## src/rtl/delay_timer_pkg.sv

```systemverilog
// Shared types and defaults for the programmable delay timer.
package delay_timer_pkg;

    localparam int unsigned DEFAULT_WIDTH = 8;

    typedef enum logic [1:0] {
        ONE_SHOT  = 2'b00,
        RETRIG    = 2'b01,
        ON_DELAY  = 2'b10,
        OFF_DELAY = 2'b11
    } mode_e;

endpackage

```

## src/rtl/trig_edge_det.sv

```systemverilog
// Trigger edge detector: optional 2-flop synchronizer (TRIG_SYNC_EN), then the trig_q register.
// Provides the conditioned trigger level together with single-cycle rise/fall strobes.
module trig_edge_det (
    input  logic clk,
    input  logic reset,
    input  logic i_trigger,
    output logic o_level,
    output logic o_rise,
    output logic o_fall
);

    logic w_trig;
    logic r_trig_q;

`ifdef TRIG_SYNC_EN
    logic [1:0] r_sync;

    always_ff @(posedge clk) begin
        if (reset) begin
            r_sync <= '0;
        end else begin
            r_sync <= {r_sync[0], i_trigger};
        end
    end

    assign w_trig = r_sync[1];
`else
    assign w_trig = i_trigger;
`endif

    always_ff @(posedge clk) begin
        if (reset) begin
            r_trig_q <= 1'b0;
        end else begin
            r_trig_q <= w_trig;
        end
    end

    assign o_level = w_trig;
    assign o_rise  = w_trig & ~r_trig_q;
    assign o_fall  = ~w_trig & r_trig_q;

endmodule

```

## src/rtl/prog_delay_timer.sv

```systemverilog
// Programmable delay timer: one-shot, retriggerable one-shot, on-delay and off-delay modes.
// Optional build macro TRIG_SYNC_EN adds a 2-flop trigger synchronizer (+2 cycles latency).
module prog_delay_timer
    import delay_timer_pkg::*;
#(
    parameter int unsigned WIDTH = DEFAULT_WIDTH
) (
    input  logic             clk,
    input  logic             reset,
    input  logic [WIDTH-1:0] Wb,
    input  logic             mode_a,
    input  logic             mode_b,
    input  logic             trigger,
    output logic             delay_out
);

    mode_e            w_mode;
    logic             w_level;
    logic             w_rise;
    logic             w_fall;
    logic             w_expire;
    logic             w_wb_zero;
    logic [WIDTH-1:0] w_load;

    mode_e            r_mode_q;
    logic [WIDTH-1:0] r_cnt;
    logic             r_busy;
    logic             r_out;

    trig_edge_det u_edge (
        .clk       (clk),
        .reset     (reset),
        .i_trigger (trigger),
        .o_level   (w_level),
        .o_rise    (w_rise),
        .o_fall    (w_fall)
    );

    assign w_mode    = mode_e'({mode_a, mode_b});
    assign w_wb_zero = (Wb == '0);
    assign w_load    = Wb - 1'b1;
    // r_busy separates "counting" from r_cnt==0, so a final cycle at count 0 is still live
    assign w_expire  = r_busy && (r_cnt == '0);
    assign delay_out = r_out;

    always_ff @(posedge clk) begin
        if (reset) begin
            r_out    <= 1'b0;
            r_cnt    <= '0;
            r_busy   <= 1'b0;
            r_mode_q <= w_mode;
        end else if (w_mode != r_mode_q) begin
            r_out    <= 1'b0;
            r_cnt    <= '0;
            r_busy   <= 1'b0;
            r_mode_q <= w_mode;
        end else begin
            if (r_busy && (r_cnt != '0)) begin
                r_cnt <= r_cnt - 1'b1;
            end

            case (r_mode_q)
                ONE_SHOT: begin
                    if (r_busy) begin
                        if (w_expire) begin
                            r_out  <= 1'b0;
                            r_busy <= 1'b0;
                        end
                    end else if (w_rise && !w_wb_zero) begin
                        r_out  <= 1'b1;
                        r_busy <= 1'b1;
                        r_cnt  <= w_load;
                    end
                end
                RETRIG: begin
                    // a rise beats a coincident expiry, so the pulse never drops on reload
                    if (w_rise) begin
                        r_out  <= !w_wb_zero;
                        r_busy <= !w_wb_zero;
                        r_cnt  <= w_wb_zero ? '0 : w_load;
                    end else if (w_expire) begin
                        r_out  <= 1'b0;
                        r_busy <= 1'b0;
                    end
                end
                ON_DELAY: begin
                    if (w_fall) begin
                        r_out  <= 1'b0;
                        r_busy <= 1'b0;
                        r_cnt  <= '0;
                    end else if (w_rise) begin
                        if (w_wb_zero) begin
                            r_out <= 1'b1;
                        end else begin
                            r_busy <= 1'b1;
                            r_cnt  <= w_load;
                        end
                    end else if (w_expire) begin
                        r_out  <= 1'b1;
                        r_busy <= 1'b0;
                    end
                end
                OFF_DELAY: begin
                    if (w_level) begin
                        r_out  <= 1'b1;
                        r_busy <= 1'b0;
                        r_cnt  <= '0;
                    end else if (w_fall) begin
                        if (w_wb_zero) begin
                            r_out <= 1'b0;
                        end else begin
                            r_busy <= 1'b1;
                            r_cnt  <= w_load;
                        end
                    end else if (w_expire) begin
                        r_out  <= 1'b0;
                        r_busy <= 1'b0;
                    end
                end
                default: begin
                    r_out  <= 1'b0;
                    r_busy <= 1'b0;
                end
            endcase
        end
    end

endmodule

```

## config.mk

```make
export PLATFORM = sky130hd
export DESIGN_NAME = prog_delay_timer
export DESIGN_NICKNAME = d
export VERILOG_FILES = /design/src/rtl/delay_timer_pkg.sv /design/src/rtl/trig_edge_det.sv /design/src/rtl/prog_delay_timer.sv
export SDC_FILE = /design/constraint.sdc
export NUM_CORES = 1
export LEC_CHECK = 0
export CAP_MARGIN = 20
export CORE_ASPECT_RATIO = 0.75
export CORE_MARGIN = 10
export CORE_UTILIZATION = 46
export CTS_CLUSTER_DIAMETER = 30
export DETAILED_ROUTE_END_ITERATION = 8
export PLACE_DENSITY = 0.68
export SLEW_MARGIN = 15
export SYNTH_ARGS = -nofsm -noshare
export SYNTH_HDL_FRONTEND = slang
export SYNTH_SLANG_ARGS = --single-unit
```

## constraint.sdc

```tcl
create_clock -name clk -period 5.1 [get_ports clk]
set_input_delay 0.51 -clock clk [delete_from_list [all_inputs] [get_ports clk]]
set_output_delay 0.51 -clock clk [all_outputs]
set_load 0.05 [all_outputs]
```

After elaboration in Yosys (flattened, before gate mapping):

Cells that the tools add are included.

* register bits: 13
* output and inout bits: 1
* logic and storage cells: 66

* add/sub/neg operators: 2
* equal/unequal tests: 8
* muxes and demuxes: 36
* bitwise logic cells: 4
* reductions and logical operators: 11

Operators with widths (count)
* 8-bit 2-to-1 mux: 10
* 8-bit case mux with 4 select lines: 1
* 1-bit 2-to-1 mux: 21
* 8-bit logical NOT: 2
* 8-bit by 1-bit subtractor with 8-bit output, second input constant: 2
* 4-bit by 3-bit != test with 1-bit output, second input constant: 2
* 1-bit case mux with 4 select lines: 2
* 8-bit nonzero test: 1
* 2-bit == test, second input constant: 2
* 2-bit 2-to-1 mux: 2
* 4-bit != test, second input constant: 1
* 4-bit AND reduction: 1
* 1-bit logical AND: 3
* 3-bit != test, second input constant: 1
* 1-bit bitwise AND: 2
* 2-bit by 1-bit == test with 1-bit output, second input constant: 1
* 2-bit logical NOT: 1
* 2-bit != test: 1
* 1-bit inverter: 2
* 2-bit nonzero test: 1
* 2-bit OR reduction: 1
* 1-bit logical NOT: 1

Depth between registers and ports, before layout:

Gate-level depths: netlist of run 1.

* depth in word-level cells: 7
* mapped depth: 8

Hierarchy:

Synthesis of run 1 repeated with hierarchy kept, for this count alone.

* cells, all modules: 146
* area total of the unflattened synthesis: 1174.9 µm²

By module, submodules not included
* prog_delay_timer: instances 1, cells each 141, area each 1128.6 µm²
* trig_edge_det: instances 1, cells each 5, area each 46.3 µm²

Least setup slack after synthesis of run 1:

No wires, ideal clock.

* path kind: in2reg
* from: input port Wb[0]
* to: register r_cnt[2]
* arrival: 1746 ps
* data required time: 4975 ps
* path slack: 3229 ps
* stages: 7
* buffers on the path: 0
* path through: inv_1 -> ha_1 -> nor3b_1 -> and2_1 -> a221oi_1 -> nand2b_1 -> o22ai_1

* word-level cells in the longest chain between the ends: 6
* elaborated cells between the ends (all ways): 14

Ends and longest elaborated chain
* start, declared: RTL line prog_delay_timer.sv:10 `input logic [WIDTH-1:0] Wb,`
* branches (longest 5 deep; another with 8-bit by 1-bit subtractor with 8-bit output)
* 8-bit case mux with 4 select lines *: RTL line prog_delay_timer.sv:62 `case (r_mode_q)`
* end signal, assigned: RTL line prog_delay_timer.sv:59 `r_cnt <= r_cnt - 1'b1;`
* end signal, assigned: RTL line prog_delay_timer.sv:72 `r_cnt <= w_load;`
* end signal, assigned: RTL line prog_delay_timer.sv:80 `r_cnt <= w_wb_zero ? '0 : w_load;`
* end, declared: RTL line prog_delay_timer.sv:26 `logic [WIDTH-1:0] r_cnt;`

Every way passes the cells marked *.
A chain may end at the register's enable or synchronous reset.

Worst setup path in the final report of run 1:

* from: input port trigger
* to: register r_cnt[3]

* word-level cells in the longest chain between the ends: 5
* elaborated cells between the ends (all ways): 12

Ends and longest elaborated chain
* start, declared: RTL line prog_delay_timer.sv:13 `input logic trigger,`
* 1-bit bitwise AND or 1-bit inverter (tied branches): RTL line trig_edge_det.sv:40, trig_edge_det.sv:41
* 1-bit logical AND or 1-bit bitwise AND (tied branches): RTL line prog_delay_timer.sv:69, trig_edge_det.sv:41
* 8-bit 2-to-1 mux, on equally long branches: RTL line prog_delay_timer.sv:69, prog_delay_timer.sv:108
* 8-bit 2-to-1 mux, on equally long branches: RTL line prog_delay_timer.sv:64, prog_delay_timer.sv:104
* 8-bit case mux with 4 select lines *: RTL line prog_delay_timer.sv:62

Mark *: on every way between the ends. The rest lies on a longest branch, timed or not.

==> summary.txt, run 1 <==
Floorplanning
  • Die area: between 4000 and 5000 µm²
  • Ports: 14
  • Die X: slightly below 80 µm
  • Total core area: 2310 µm²
  • Starting Density: approximately half
  • Die Y: approximately 63 µm
  • Site Rows: 15

STA
  • RSZ-0062 raised after global routing: no
  • Clock skew: between 8 and 9 ps
  • Final setup TNS: 0 ps
  • Final Cycle Share: around half
  • Max Clk Rate: between 300 and 400 MHz
  • Slew headroom: between 30% and 40%
  • Fin crit period: between 2000 and 3000 ps
  • Pins Over Slew Limit: 0
  • Final Hold Vio Count: 0
  • Worst Tran Pin Value: 1000 ps
  • Final setup violating endpoints: 0

Setup path
  • Setup CP Type: in -> reg
  • CP max FO: 8
  • Family with the most delay on the worst path: compound AO/OA/AOI/OAI gates
  • Reg2reg setup slack: between 2000 and 3000 ps
  • Critical Path Source Type: primary input
  • Slowest stage delay, CP: 540 ps
  • Cell mode on critical path: o22ai_1
  • Slowest-stage cell, CP: clkdlybuf4s50_1
  • Crit end category: flip-flop
  • Critical Path AT: between 2000 and 3000 ps
  • WP buf/inv: 2
  • WP data required: about 5300 ps
  • Cell Chain, Critical Path: clkdlybuf4s50_1 > inv_1 > ha_1 > and2_1 > o22ai_1 > a221oi_1 > nand2b_1 > o22ai_1

CTS
  • CTS Hold Buffers Added: 0
  • Clock sink count: 13
  • Worst skew pair latency: roughly 280 ps
  • CTS max path bufs: 2
  • Num CTS Buffers: 3
  • Root buffer cell: clkbuf_4
  • CTS tree: built
  • H-tree levels: 1
  • Reg clk slew, reported paths: around 80 ps
  • Post-CTS Setup Bufs: 0
  • Post-CTS Resized: 0

Flow run
  • # Max-Cap Violations: 0

Synthesis
  • Post-synthesis average cell area: about 8 µm²
  • Gate Count Post-Synth: 140
  • Synthesized area: ~1100 µm²
  • Sequential cell area fraction in the yosys report: between 20% and 30%
  • Cell taking the most area after synthesis: dfxtp_1
  • Syn nets: approximately 160
  • Synthesized flop and latch total: 13
  • Ys flop type: dfxtp_1
  • Distinct cells, synth: 44
  • Top cells by area, synth: dfxtp_1 (20%), xor2_1 (8.6%), ha_1 (6.7%), edfxtp_1 (5.4%), nand2_1 (5.4%)
  • Area share of the largest cell type after synthesis: between 10% and 20%
  • Synth async-reset ratio: 0%
  • EDFF count, synth: 2
  • Synthesis Warnings: 0

Cells and area
  • Antenna diodes: 0
  • Share of layout cells above drive strength 1: approximately 6.0%
  • Post-Layout Cell Count: around 190
  • Layout area overhead: 14.1%
  • Final nets: about 170

Detailed routing
  • Drt pass-1 iters: 4
  • DR DRC count: 0
  • Post-DRT Antenna Nets: 0
  • Initial DRC Count: 89
  • Total wire length: 2.65 mm
  • Via count: ~1,000
  • WL/cell: ~14 µm
  • Vias per cell: between 5 and 6

GRT
  • Initial antenna violation count: 0
  • Total gr overflow: 0
  • Number of global-route vias before repair: around 950
  • Largest net degree at the start of global routing: 20
  • GRT Util Overall: between 10% and 20%
  • First-pass GRT wire length: approximately 4.4 mm

Placed design
  • Port bufs: 13
  • Cell count after placement: about 180
  • Routability congestion estimate: just over 0.8
  • Final HPWL DP: between 2 and 2.5 mm

Power
  • Leak: between 0.0004 and 0.0005 µW
  • Net switching power: ~84 µW
  • Sequential share of power: between 40 and 50%
  • Logic pwr share: 27.7%
  • Pwr Density: about 200 nW/µm²
  • Share of power burned in the clock network: 25.9%
  • Switch share: about a third
  • Internal: 173 µW
  • Max VDD drop: between 0.1 and 0.15 mV

Worst hold path
  • Worst hold-check path type: reg -> reg

Run status
  • Status: complete, no violations
==> logic make-up (layout without fill, tap and decap cells) <==
family | count (synthesis) | in the layout | share of synthesized area [%]
AND/OR/NAND/NOR | 57 | 57 | 28.9
AO/OA/AOI/OAI | 32 | 32 | 19.8
buffers and inverters | 16 | 27 | 7.03
XOR/XNOR | 15 | 15 | 11.7
flip-flops | 13 | 13 | 25.0
adder cells (fa/ha/maj) | 6 | 6 | 6.70
multiplexers | 1 | 1 | 0.893
==> power groups by stage <==
stage / logic [µW] / clock network, µW / registers (µW)
2_1_floorplan: 52.1 / 0 / 117
6_report: 71.1 / 66.5 / 119
5_1_grt: 78.3 / 72.1 / 120
3_3_place_gp: 68.7 / 0 / 121
3_5_place_dp: 69.7 / 0 / 121
4_1_cts: 70.6 / 67.9 / 119
==> worst paths after layout <==
check / start / endpoint / cells after the start
worst min-delay path: delay_out$_SDFFE_PP0P_ / delay_out$_SDFFE_PP0P_ / 2
worst max-delay path: trigger / r_cnt[3]$_SDFF_PP0_ / 8
worst min register to register: delay_out$_SDFFE_PP0P_ / delay_out$_SDFFE_PP0P_ / 2
worst max register to register: r_cnt[0]$_SDFF_PP0_ / r_busy$_SDFF_PP0_ / 6
==> layout by cell type, fill, tap and decap left out, drive strengths merged, types with 3 or more instances in the layout <==
cell / count
a21oi: 4
xor2: 11
inv: 10
nor3b: 4
clkdlybuf4s50: 13
xnor2: 4
o211ai: 3
nand2: 16
nor2: 12
nand2b: 3
o22ai: 9
clkbuf: 4
nand3: 6
dfxtp: 11
nor3: 4
o21ai: 4
ha: 6
==> synth_stat cells, drive strengths merged, types with 2 or more instances <==
cell type / count
xnor2: 4
nor2: 12
o21ai: 4
and2b: 2
dfxtp: 11
a31oi: 2
inv: 10
nor4: 2
buf: 5
ha: 6
nor3b: 4
and2: 2
nand3: 6
nand2: 16
nand2b: 3
o221ai: 2
xor2: 11
a21oi: 4
edfxtp: 2
nor3: 4
o22ai: 9
o211ai: 3
==> layout make-up <==
class / instances / area, µm²
inverter: 10 / 37.5
tap: 34 / 42.5
fill: 227 / 1030
clock buffer: 4 / 26.3
multi-input combinational: 111 / 762
timing repair buffer: 13 / 130
sequential: 13 / 280
==> per-stage QoR <==
step	hold WS, ps	utilization [%]	power (µW)	worst slack, ps	area (µm²)
floorplan	566	-	169	3230	1120
global placement	498	54.3	190	2480	1250
detailed placement	495	54.3	191	2390	1250
CTS	507	55.4	257	2620	1280
global route	550	55.4	270	2460	1280
finish	499	55.4	257	2590	1280
==> registers in the layout, summed over array words and instances, names as in the netlist <==
register and cells:
r_cnt 8, u_edge.r_trig_q 1, r_busy 1, delay_out 1
r_mode_q 2
==> worst min-delay path, delay by kind of cell (launching register included) <==
kind             cells  cell delay (ps)
AO/OA/AOI/OAI        1               60
AND/OR/NAND/NOR      1               60
flip-flops           1              330
==> per-layer routing <==
layer / up-vias / share of wire, % / GRT usage (%) / wire [µm]
met5: - / 0 / 0 / 0
met4: 0 / 0.23 / 2.73 / 6
met3: 2 / 6.0 / 2.59 / 158
met2: 33 / 44 / 16.6 / 1170
met1: 476 / 50 / 14.5 / 1320
li1: 517 / - / - / -
(Power assumes the default switching activity.)
==> run 2: changes to the inputs <==
==> constraint.sdc (replaced) <==
create_clock -name clk -period 2.5 [get_ports clk]
set_input_delay 0.25 -clock clk [delete_from_list [all_inputs] [get_ports clk]]
set_output_delay 0.25 -clock clk [all_outputs]
set_load 0.05 [all_outputs]
==> summary.txt, run 2 (synthesized netlist as in run 1, its figures left out) <==
Run status
  • Status: complete, no violations

CTS
  • Clock sink count: 13
  • Post-CTS Resized: 0
  • CTS max path bufs: 2
  • H-tree levels: 1
  • Num CTS Buffers: 3
  • Worst skew pair latency: 290 ps
  • CTS Hold Buffers Added: 0
  • CTS tree: built
  • Root buffer cell: clkbuf_4
  • Post-CTS Setup Bufs: 0
  • Reg clk slew, reported paths: about 90 ps

STA
  • Final Worst Setup Slack: ~330 ps
  • Hold WS: 505 ps
  • Worst Tran Pin Value: around 1000 ps
  • RSZ-0062 raised after global routing: no
  • Final setup violating endpoints: 0
  • Final setup TNS: 0 ps
  • Fin crit period: about 2200 ps
  • Max Clk Rate: 462 MHz
  • Final Cycle Share: between 80 and 90%
  • Clock skew: approximately 5.1 ps
  • Final Hold Vio Count: 0
  • Slew headroom: slightly above 30%
  • Pins Over Slew Limit: 0

Detailed routing
  • Via count: just over 1,000
  • WL/cell: around 15 µm
  • DR DRC count: 0
  • Drt pass-1 iters: 5
  • Total wire length: ~2.8 mm
  • Vias per cell: around 5.5
  • Initial DRC Count: 36
  • Post-DRT Antenna Nets: 0

Flow run
  • # Max-Cap Violations: 0

Power
  • Final total power: ~530 µW
  • Pwr Density: ~400 nW/µm²
  • Max VDD drop: roughly 0.28 mV
  • Leak: approximately 0.00044 µW

Cells and area
  • Final nets: approximately 170
  • Multi-input gate area: around 760 µm²
  • Largest register FFs: 8
  • Sequential cell area: between 200 and 300 µm²
  • Fillers: 230
  • Antenna diodes: 0
  • Most frequent cells in the layout: nand2_1 (16), clkdlybuf4s50_1 (13), nor2_1 (12)
  • Share of layout cells above drive strength 1: between 7 and 8%
  • Most common cell after layout, fill and taps aside: nand2_1
  • Final instance area: around 1300 µm²
  • Largest regs: r_cnt: 8 flops, r_mode_q: 2 flops
  • Reg with most FFs: r_cnt
  • Layout area overhead: 16.1%

Worst hold path
  • Worst hold-check path type: reg -> reg

Floorplanning
  • Die Y: around 63 µm
  • Starting Density: between 40 and 50%
  • Site Rows: 15
  • Ports: 14
  • Die area: roughly 4800 µm²
  • Total core area: 2310 µm²
  • Die X: approximately 77 µm

Placed design
  • Port bufs: 13
  • Routability congestion estimate: ~0.87
  • Pre-CTS WS: around 230 ps
  • Final HPWL DP: 2.23 mm
  • Cell Area, Placed: between 1000 and 1500 µm²

Setup path
  • Crit end category: flip-flop
  • Setup CP Type: reg -> reg
  • CP max FO: 11
  • WP data required: between 2000 and 3000 ps
  • Critical Path AT: between 2000 and 2500 ps
  • Critical Path Source Type: flip-flop

GRT
  • GRT Util Overall: around an eighth
  • Number of global-route vias before repair: roughly 950
  • Largest net degree at the start of global routing: 20
  • First-pass GRT wire length: ~4.7 mm
  • Initial antenna violation count: 0
  • Total gr overflow: 0
## run 2: cell count changes in the layout (fill, tap and decap cells not counted)
cell,before,now
buf_4,0,3
## run 2: critical path, stage by stage, from the launching register on
cell and delay, ps:
dfxtp_1 370, inv_1 70, ha_1 240, a31oi_1 750, o221ai_1 260, nor3b_1 280
or3_1 140
## run 2: report_power, final
group	total, µW	switching (µW)	internal, µW
Combinational	151	78.1	73.2
Sequential	243	20.0	223
Clock	140	77.8	62.2
## run 2: path summary, 6_finish.rpt
kind / from / endpoint / slack, ps / cells after the start
min reg2reg: delay_out$_SDFFE_PP0P_ / delay_out$_SDFFE_PP0P_ / 510 / 2
max: r_cnt[0]$_SDFF_PP0_ / r_busy$_SDFF_PP0_ / 330 / 6
min: delay_out$_SDFFE_PP0P_ / delay_out$_SDFFE_PP0P_ / 510 / 2
max reg2reg: r_cnt[0]$_SDFF_PP0_ / r_busy$_SDFF_PP0_ / 330 / 6
## run 2: final cells by class
type	instances	area share, %
clock buffer	4	2.02
timing repair buffer	16	11.7
sequential	13	21.5
multi-input combinational	111	58.6
inverter	10	2.88
tap	34	3.27
## run 2: per-layer routing
metal,part of all wire (%),track usage [%],up-vias
met5,0,0,-
met4,0.68,2.05,0
met3,5.9,4.02,4
met2,45,16.5,34
met1,48,16.7,473
li1,-,-,524
## run 2: metrics by stage
step	instances	util (%)
after global routing	188	56.4
after floorplan	140	-
after global placement	184	55.2
after detailed placement	184	55.2
final	188	56.4
after CTS	188	56.4
==> run 3: changes to the inputs <==
--- a/config.mk
+++ b/config.mk
@@ -12,6 +12,7 @@
 export CTS_CLUSTER_DIAMETER = 30
 export DETAILED_ROUTE_END_ITERATION = 8
 export PLACE_DENSITY = 0.68
+export REMOVE_ABC_BUFFERS = 1
 export SLEW_MARGIN = 15
 export SYNTH_ARGS = -nofsm -noshare
 export SYNTH_HDL_FRONTEND = slang
==> summary.txt, run 3 (synthesized netlist as in run 1, its figures left out) <==
Detailed routing
  • Met1 Wirelength: 1.30 mm
  • Drt pass-1 iters: 5
  • Vias per cell: around 5.6
  • Via count: 1,048
  • DR WL met3: 186 µm
  • Top Layer Used: met4
  • WL/cell: between 10 and 15 µm
  • Post-DRT Antenna Nets: 0
  • Initial DRC Count: 79
  • Total wire length: approximately 2.7 mm
  • DR DRC count: 0
  • Met2 Routed Length: 1.22 mm

GRT
  • First-pass GRT wire length: ~4.5 mm
  • Initial antenna violation count: 0
  • GRT Util Overall: ~11%
  • Largest net degree at the start of global routing: 20
  • Number of global-route vias before repair: 941
  • Total gr overflow: 0

Cells and area
  • Fillers: between 200 and 250
  • Layout area overhead: 16.1%
  • Final instance area: 1300 µm²
  • Sequential cell area: about 280 µm²
  • Post-layout util: approximately 56%
  • Antenna diodes: 0
  • Final nets: between 150 and 200
  • Multi-input gate area: 762 µm²
  • Largest register FFs: 8
  • Most common cell after layout, fill and taps aside: nand2_1
  • Most frequent cells in the layout: nand2_1 (16), clkdlybuf4s50_1 (13), nor2_1 (12)
  • Reg with most FFs: r_cnt
  • Share of layout cells above drive strength 1: about 7.8%
  • Largest regs: r_cnt: 8 flops, r_mode_q: 2 flops

Setup path
  • WP data required: ~2700 ps
  • Critical Path AT: between 2000 and 2500 ps
  • Family with the most delay on the worst path: compound AO/OA/AOI/OAI gates
  • Slowest stage delay, CP: 760 ps
  • WP buf/inv: 1
  • Critical Path Source Type: flip-flop
  • Slowest-stage cell, CP: a31oi_1
  • WP depth: 6
  • Crit end category: flip-flop
  • Setup CP Type: reg -> reg
  • FF-to-FF path depth: 6
  • Cell Chain, Critical Path: inv_1 > ha_1 > a31oi_1 > o221ai_1 > nor3b_1 > or3_1
  • CP max FO: 11

STA
  • Final setup TNS: 0 ps
  • Pins Over Slew Limit: 0
  • Max Clk Rate: 466 MHz
  • Slew headroom: between 20% and 30%
  • Hold WS: between 500 and 600 ps
  • Final Cycle Share: between 80% and 90%
  • RSZ-0062 raised after global routing: no
  • Final Hold Vio Count: 0
  • Worst Tran Pin Value: between 1000 and 1500 ps
  • Fin crit period: roughly 2100 ps
  • Final setup violating endpoints: 0
  • Clock skew: between 4 and 5 ps

Floorplanning
  • Die X: 77.0 µm
  • Starting Density: 48.6%
  • Die Y: between 60 and 70 µm
  • Ports: 14
  • Site Rows: 15
  • Die area: approximately 4800 µm²
  • Total core area: about 2300 µm²

Run status
  • Status: complete, no violations

CTS
  • Post-CTS Resized: 0
  • CTS max path bufs: 2
  • CTS tree: built
  • Reg clk slew, reported paths: roughly 90 ps
  • CTS Hold Buffers Added: 0
  • Root buffer cell: clkbuf_4
  • H-tree levels: 1
  • Post-CTS Setup Bufs: 0
  • Clock sink count: 13
  • Num CTS Buffers: 3
  • Worst skew pair latency: ~280 ps

Worst hold path
  • Hold path depth: 2
  • Worst hold-check path type: reg -> reg

Power
  • Leak: ~0.00044 µW
  • Max VDD drop: around 0.27 mV
  • Final total power: 533 µW
  • Pwr Density: around 400 nW/µm²

Placed design
  • Routability congestion estimate: approximately 0.88
  • Port bufs: 13
  • Cell Area, Placed: ~1300 µm²
  • Final HPWL DP: around 2.2 mm

Flow run
  • # Max-Cap Violations: 0
==> run 3: cell counts in the layout (fill, tap and decap cells not counted) <==
Identical to the previous run, type by type.
==> run 3: worst paths after layout <==
| check | slack (ps) | startpoint | endpoint |
|---|---|---|---|
| worst min-delay path | 510 | delay_out$_SDFFE_PP0P_ | delay_out$_SDFFE_PP0P_ |
| worst max-delay path | 350 | r_cnt[0]$_SDFF_PP0_ | r_busy$_SDFF_PP0_ |
| worst max register to register | 350 | r_cnt[0]$_SDFF_PP0_ | r_busy$_SDFF_PP0_ |
| worst min register to register | 510 | delay_out$_SDFFE_PP0P_ | delay_out$_SDFFE_PP0P_ |
==> run 3: tightest hold or removal path, cell delays in order (launching register included) <==
cell and delay, ps:
dfxtp_1 340, nand2_1 60, o22ai_1 60
==> run 3: power breakdown <==
part           total, µW  switching [µW]  internal (µW)  leakage [µW]
sequential           242            19.4            223      0.000110
combinational        152            78.3           73.4      0.000318
clock                139            77.2           62.0     0.0000150
==> run 3: routing by layer <==
metal	global-route usage, %	up-vias
li1	-	524
met5	0	-
met2	16.2	42
met1	15.5	478
met4	2.05	0
met3	3.59	4
==> run 3: cell type report <==
type | count | share of cell area, %
timing repair buffer | 16 | 11.7
tap | 34 | 3.27
inverter | 10 | 2.88
clock buffer | 4 | 2.02
multi-input combinational | 111 | 58.6
sequential | 13 | 21.5
==> run 3: per-stage QoR <==
| stage | cells | setup slack, ps |
|---|---|---|
| 2_1_floorplan | 134 | 784 |
| 3_3_place_gp | 184 | 263 |
| 3_5_place_dp | 184 | 217 |
| 4_1_cts | 188 | 404 |
| 5_1_grt | 188 | 202 |
| 6_report | 188 | 354 |
